$ cat config.mk
export PLATFORM = sky130hd
export DESIGN_NAME = memory_responder
export DESIGN_NICKNAME = d
export VERILOG_FILES = /design/src/rtl/memory_responder.sv
export SDC_FILE = /design/constraint.sdc
export NUM_CORES = 2
export LEC_CHECK = 0
export BUFFER_PORTS_ARGS = -buffer_cell sky130_fd_sc_hd__buf_2
export CORE_ASPECT_RATIO = 1.25
export CORE_MARGIN = 2
export CORE_UTILIZATION = 55
export DETAILED_ROUTE_END_ITERATION = 10
export MAX_ROUTING_LAYER = met4
export PLACE_DENSITY_LB_ADDON = 0.25
export SLEW_MARGIN = 20
export SYNTH_ARGS = -nofsm -noshare
export SYNTH_HDL_FRONTEND = slang
export SYNTH_SLANG_ARGS = --single-unit
$ cat constraint.sdc
create_clock -name clk -period 6 [get_ports clk]
set_input_delay 0.3 -clock clk [delete_from_list [all_inputs] [get_ports clk]]
set_output_delay 0.3 -clock clk [all_outputs]
set_load 0.02 [all_outputs]
$ cat src/rtl/memory_responder.sv
// Memory-side responder: REM/RDM registers and a word RAM with a ready handshake
// for configurable read/write latency. Define MEMORY_RESPONDER_LOAD_EN for the program-preload port.
module memory_responder #(
  parameter int DATA_W    = 8,
  parameter int ADDR_W    = 8,
  parameter int READ_LAT  = 2,
  parameter int WRITE_LAT = 1
) (
  input  logic              clk,
  input  logic              rst,
  input  logic              writeREM,
  input  logic              selectREM,
  input  logic [ADDR_W-1:0] pc_in,
  input  logic              writeRDM,
  input  logic [1:0]        selectRDM,
  input  logic [DATA_W-1:0] ac_in,
  input  logic [DATA_W-1:0] in_in,
  input  logic              writeMEM,
`ifdef MEMORY_RESPONDER_LOAD_EN
  input  logic              load_en,
  input  logic [ADDR_W-1:0] load_addr,
  input  logic [DATA_W-1:0] load_data,
`endif
  output logic [ADDR_W-1:0] rem_out,
  output logic [DATA_W-1:0] rdm_out,
  output logic              ready,
  output logic              protocol_err
);

  typedef enum logic [1:0] {IDLE, RD_WAIT, WR_WAIT} state_t;

  localparam logic [3:0] RD_CNT = (READ_LAT  > 0) ? 4'(READ_LAT  - 1) : 4'd0;
  localparam logic [3:0] WR_CNT = (WRITE_LAT > 0) ? 4'(WRITE_LAT - 1) : 4'd0;

  state_t            state, stateNext;
  logic [3:0]        cnt, cntNext;
  logic [ADDR_W-1:0] rem, remNext, pendAddr, pendAddrNext;
  logic [DATA_W-1:0] rdm, rdmNext, pendData, pendDataNext;
  logic              err, errNext;
  logic              memWe;
  logic [ADDR_W-1:0] memWAddr;
  logic [DATA_W-1:0] memWData;
  logic [DATA_W-1:0] mem [2**ADDR_W];

  logic              loadReq;
  logic [ADDR_W-1:0] loadAddr;
  logic [DATA_W-1:0] loadData;
`ifdef MEMORY_RESPONDER_LOAD_EN
  assign loadReq  = load_en;
  assign loadAddr = load_addr;
  assign loadData = load_data;
`else
  assign loadReq  = 1'b0;
  assign loadAddr = '0;
  assign loadData = '0;
`endif

  logic anyStrobe;
  assign anyStrobe = writeREM | writeRDM | writeMEM;

  always_ff @(posedge clk) begin
    if (rst) begin
      state    <= IDLE;
      cnt      <= '0;
      rem      <= '0;
      rdm      <= '0;
      pendAddr <= '0;
      pendData <= '0;
      err      <= 1'b0;
    end else begin
      state    <= stateNext;
      cnt      <= cntNext;
      rem      <= remNext;
      rdm      <= rdmNext;
      pendAddr <= pendAddrNext;
      pendData <= pendDataNext;
      err      <= errNext;
    end
  end

  always_ff @(posedge clk) begin
    if (memWe) mem[memWAddr] <= memWData;
  end

  always_comb begin
    stateNext    = state;
    cntNext      = cnt;
    remNext      = rem;
    rdmNext      = rdm;
    pendAddrNext = pendAddr;
    pendDataNext = pendData;
    errNext      = 1'b0;
    memWe        = 1'b0;
    memWAddr     = pendAddr;
    memWData     = pendData;
    unique case (state)
      IDLE: begin
        if (loadReq) begin
          memWe    = 1'b1;
          memWAddr = loadAddr;
          memWData = loadData;
          errNext  = anyStrobe;
        end else begin
          if (writeREM) remNext = selectREM ? pc_in : rdm[ADDR_W-1:0];
          // A write takes priority; any RDM load in the same cycle is dropped and flagged.
          if (writeMEM) begin
            errNext = writeRDM;
            if (WRITE_LAT == 0) begin
              memWe    = 1'b1;
              memWAddr = rem;
              memWData = rdm;
            end else begin
              stateNext    = WR_WAIT;
              cntNext      = WR_CNT;
              pendAddrNext = rem;
              pendDataNext = rdm;
            end
          end else if (writeRDM) begin
            case (selectRDM)
              2'b00: rdmNext = ac_in;
              2'b01: rdmNext = in_in;
              2'b10: begin
                if (READ_LAT == 0) begin
                  rdmNext = mem[rem];
                end else begin
                  stateNext    = RD_WAIT;
                  cntNext      = RD_CNT;
                  pendAddrNext = rem;
                end
              end
              default: errNext = 1'b1;
            endcase
          end
        end
      end
      RD_WAIT: begin
        errNext = anyStrobe;
        if (cnt == 4'd0) begin
          rdmNext   = mem[pendAddr];
          stateNext = IDLE;
        end else begin
          cntNext = cnt - 4'd1;
        end
      end
      WR_WAIT: begin
        errNext = anyStrobe;
        if (cnt == 4'd0) begin
          memWe     = 1'b1;
          stateNext = IDLE;
        end else begin
          cntNext = cnt - 4'd1;
        end
      end
      default: stateNext = IDLE;
    endcase
    if (rst) memWe = 1'b0;
  end

  assign rem_out      = rem;
  assign rdm_out      = rdm;
  assign ready        = (state == IDLE) && !loadReq;
  assign protocol_err = err;

endmodule

==> results.sh <==
export IMPL_criticalPathCategory="reg -> reg"
export IMPL_arrival_ns=5.06
export IMPL_coreArea_sq_mm=0.148
export IMPL_grt_pass1_wl_um=279000
export IMPL_grt_busiest_layer="met2"
export IMPL_drtIter0Drc=4465
export IMPL_maxSlewHeadroom_pct=19.1
export IMPL_met3_usage_pct=4.35
export IMPL_status="completed"
export IMPL_finalHoldViolCount=0
export IMPL_grt_max_degree=157
export IMPL_synth_avg_cell_area_sq_um=21.3
export IMPL_design_die_area_sq_mm=0.152
export IMPL_drive_gt1_share_pct=23.9
export IMPL_required_ns=6.46
export IMPL_dp_slack_ns=1.53
export IMPL_cts_tree="built"
export IMPL_grt_pass1_vias=39237
export IMPL_ant_nets=0
export IMPL_routedWlPerCell_um=32.1
export IMPL_syn_instance_count=3832
export IMPL_postRouteWirelength_um=193000
export IMPL_grt_util_met1_pct=34.9
export IMPL_setup_tns_ns=0
export IMPL_clk_latency_ns=0.83
export IMPL_worstMarginPinSlew_ns=1.21
export IMPL_avgViaCountPerCell=6.53
export IMPL_period_needed_ns=4.60
export IMPL_fillers=9957
export IMPL_start_util_pct=55.3
export IMPL_yosys_most_used_dff="edfxtp_1"
export IMPL_synth_nets=3869
export IMPL_post_cts_resized=0
export IMPL_p_total_uw=29300
export IMPL_ios=50
export IMPL_place_congestion=0.912
export IMPL_h_tree_depth=4
export IMPL_synth_common_cells="edfxtp_1 (2,048), mux4_2 (544), nor2_1 (307), mux2i_1 (130), clkbuf_1 (111)"
export IMPL_max_cap_viol_count=0
export IMPL_antenna_found_initial=4
export IMPL_hp_class="in -> reg"
export IMPL_fin_crit_sh_pct=76.6
export IMPL_clk_pin_slew_ns=0.07
export IMPL_yosysMostFrequentCell="edfxtp_1"
export IMPL_dieWidth_um=349
export IMPL_dp_hpwl_um=116000
export IMPL_final_max_slew_viol_count=0
export IMPL_cellPowerDensity_mw_per_mm2=324
export IMPL_synth_area_leaders="edfxtp_1 (75%), mux4_2 (15%), mux2i_1 (1.6%), nor2_1 (1.4%), dfxtp_1 (1.2%)"
export IMPL_num_rows=158
export IMPL_ir_drop_mv=0.286
export IMPL_max_freq_ghz=0.217
export IMPL_setup_viol=0
export IMPL_grtUsageMet2_pct=41.5
export IMPL_grt_overflow_total=0
export IMPL_layout_setup_ws_ns=1.40
export IMPL_clock_sinks=2095
export IMPL_rsz0062_at_grt="no"
export IMPL_ys_seq_area_share_pct=76.3
export IMPL_finClkSkew_ns=0.0419
export IMPL_nets=3960
export IMPL_async_reset_ff_share_pct=0
export IMPL_synth_edff_count=2048
export IMPL_syn_to_final_growth_pct=10.8
export IMPL_power_leakage_uw=0.0306
export IMPL_cts_buffer_depth=3
export IMPL_crit_path_start_kind="flip-flop"
export IMPL_cts_buffers=184
export IMPL_track_usage_pct=26.4
export IMPL_drc_errors=0
export IMPL_root_buffer="clkbuf_16"
export IMPL_end_kind="flip-flop"
export IMPL_ys_types=62
export IMPL_yosys_warnings=0
export IMPL_path_max_fanout=16
export IMPL_vias=39166
export IMPL_fp_dieH_um=435
export IMPL_io_buffers=49
export IMPL_firstDrtPassIters=6
export IMPL_multi_input_area_sq_mm=0.0182
export IMPL_synth_area_sq_mm=0.0818
export IMPL_synth_seq_cells=2095
export IMPL_synth_top_cell_by_area="edfxtp_1"
export IMPL_seq_area_sq_mm=0.0625
export IMPL_synth_top_area_share_pct=75.2
[through the flow]
step	hold slack (ns)	util [%]	instance area (sq um)	std cells
global placement	0.504	56.8	84100	5633
global route	0.0829	61.2	90600	6002
CTS	0.0301	61.1	90500	5997
detailed placement	0.522	56.8	84200	5634
floorplan	0.444	-	81800	3832
finish	0.0913	61.2	90600	6002
[placed cells by master (no fill, tap or decap), types with 34 or more instances in the layout]
cell type / count
clkinv_1: 41
mux2i_1: 130
nand2_1: 59
clkbuf_16: 190
nor2_1: 307
buf_2: 49
mux4_2: 544
nand3_1: 72
nand4b_1: 34
dfxtp_1: 34
edfxtp_1: 2048
buf_4: 56
[logic make-up after synthesis]
family | share of synthesized area (%)
DFF | 76.3
muxes | 16.6
and+or+nand+nor | 3.78
buffers and inverters | 1.48
AOI/OAI and AO/OA | 1.73
adders and majority gates | 0.0765
xor gates and xnor gates | 0.0214
[report_power, final]
| group | internal [uW] | switching (uW) | total, uW | leakage [uW] |
|---|---|---|---|---|
| combinational | 438 | 710 | 1150 | 0.00511 |
| clock | 6850 | 5250 | 12100 | 0.00299 |
| sequential | 16000 | 104 | 16100 | 0.0225 |
| total | 23300 | 6060 | 29300 | 0.0306 |
[cell type report]
cell class                 count  area share, %
clock inverter               118           1.37
sequential                  2095           68.9
multi-input combinational   1487           20.1
clock buffer                 225           5.44
tap                         1920           2.65
antenna                        2        0.00552
inverter                       9         0.0373
timing repair buffer         146           1.44
[routing by layer]
layer	part of all wire [%]	routed length (um)	vias to the layer above
li1	-	-	16234
met2	50	95600	1919
met1	38	73900	20641
met3	7.7	14900	372
met4	4.3	8250	0
met5	0	0	-
[path summary, 6_finish.rpt]
kind,from,to,slack [ns],cells after the start
max,cnt[0],mem[117][4],1.40,8
min,ac_in[6],rdm_out[6],0.09,4
max reg2reg,cnt[0],mem[117][4],1.40,8
min reg2reg,cnt[3],cnt[3],0.55,2
[worst max-delay path, cell delays in order (launching register included)]
cell	delay (ns)
dfxtp_1	0.34
inv_1	0.07
ha_1	0.16
or3b_2	0.51
nor3b_1	0.98
nand2_1	0.11
nor2_1	0.49
nand3_1	0.69
nor2_1	0.85
[registers in the layout, summed over array words and instances, names as in the netlist, named ones only]
signal / count
pendData: 8
pendAddr: 8
mem: 2048
rdm_out: 8
cnt: 4
state: 2
rem_out: 8
protocol_err: 1
[what timing repair did]
item	in CTS	in global routing
buffers inserted	0	0
endpoints found under the hold margin	19	0
hold buffers	20	0
endpoints found under the setup margin	0	0
(Power assumes the default switching activity.)
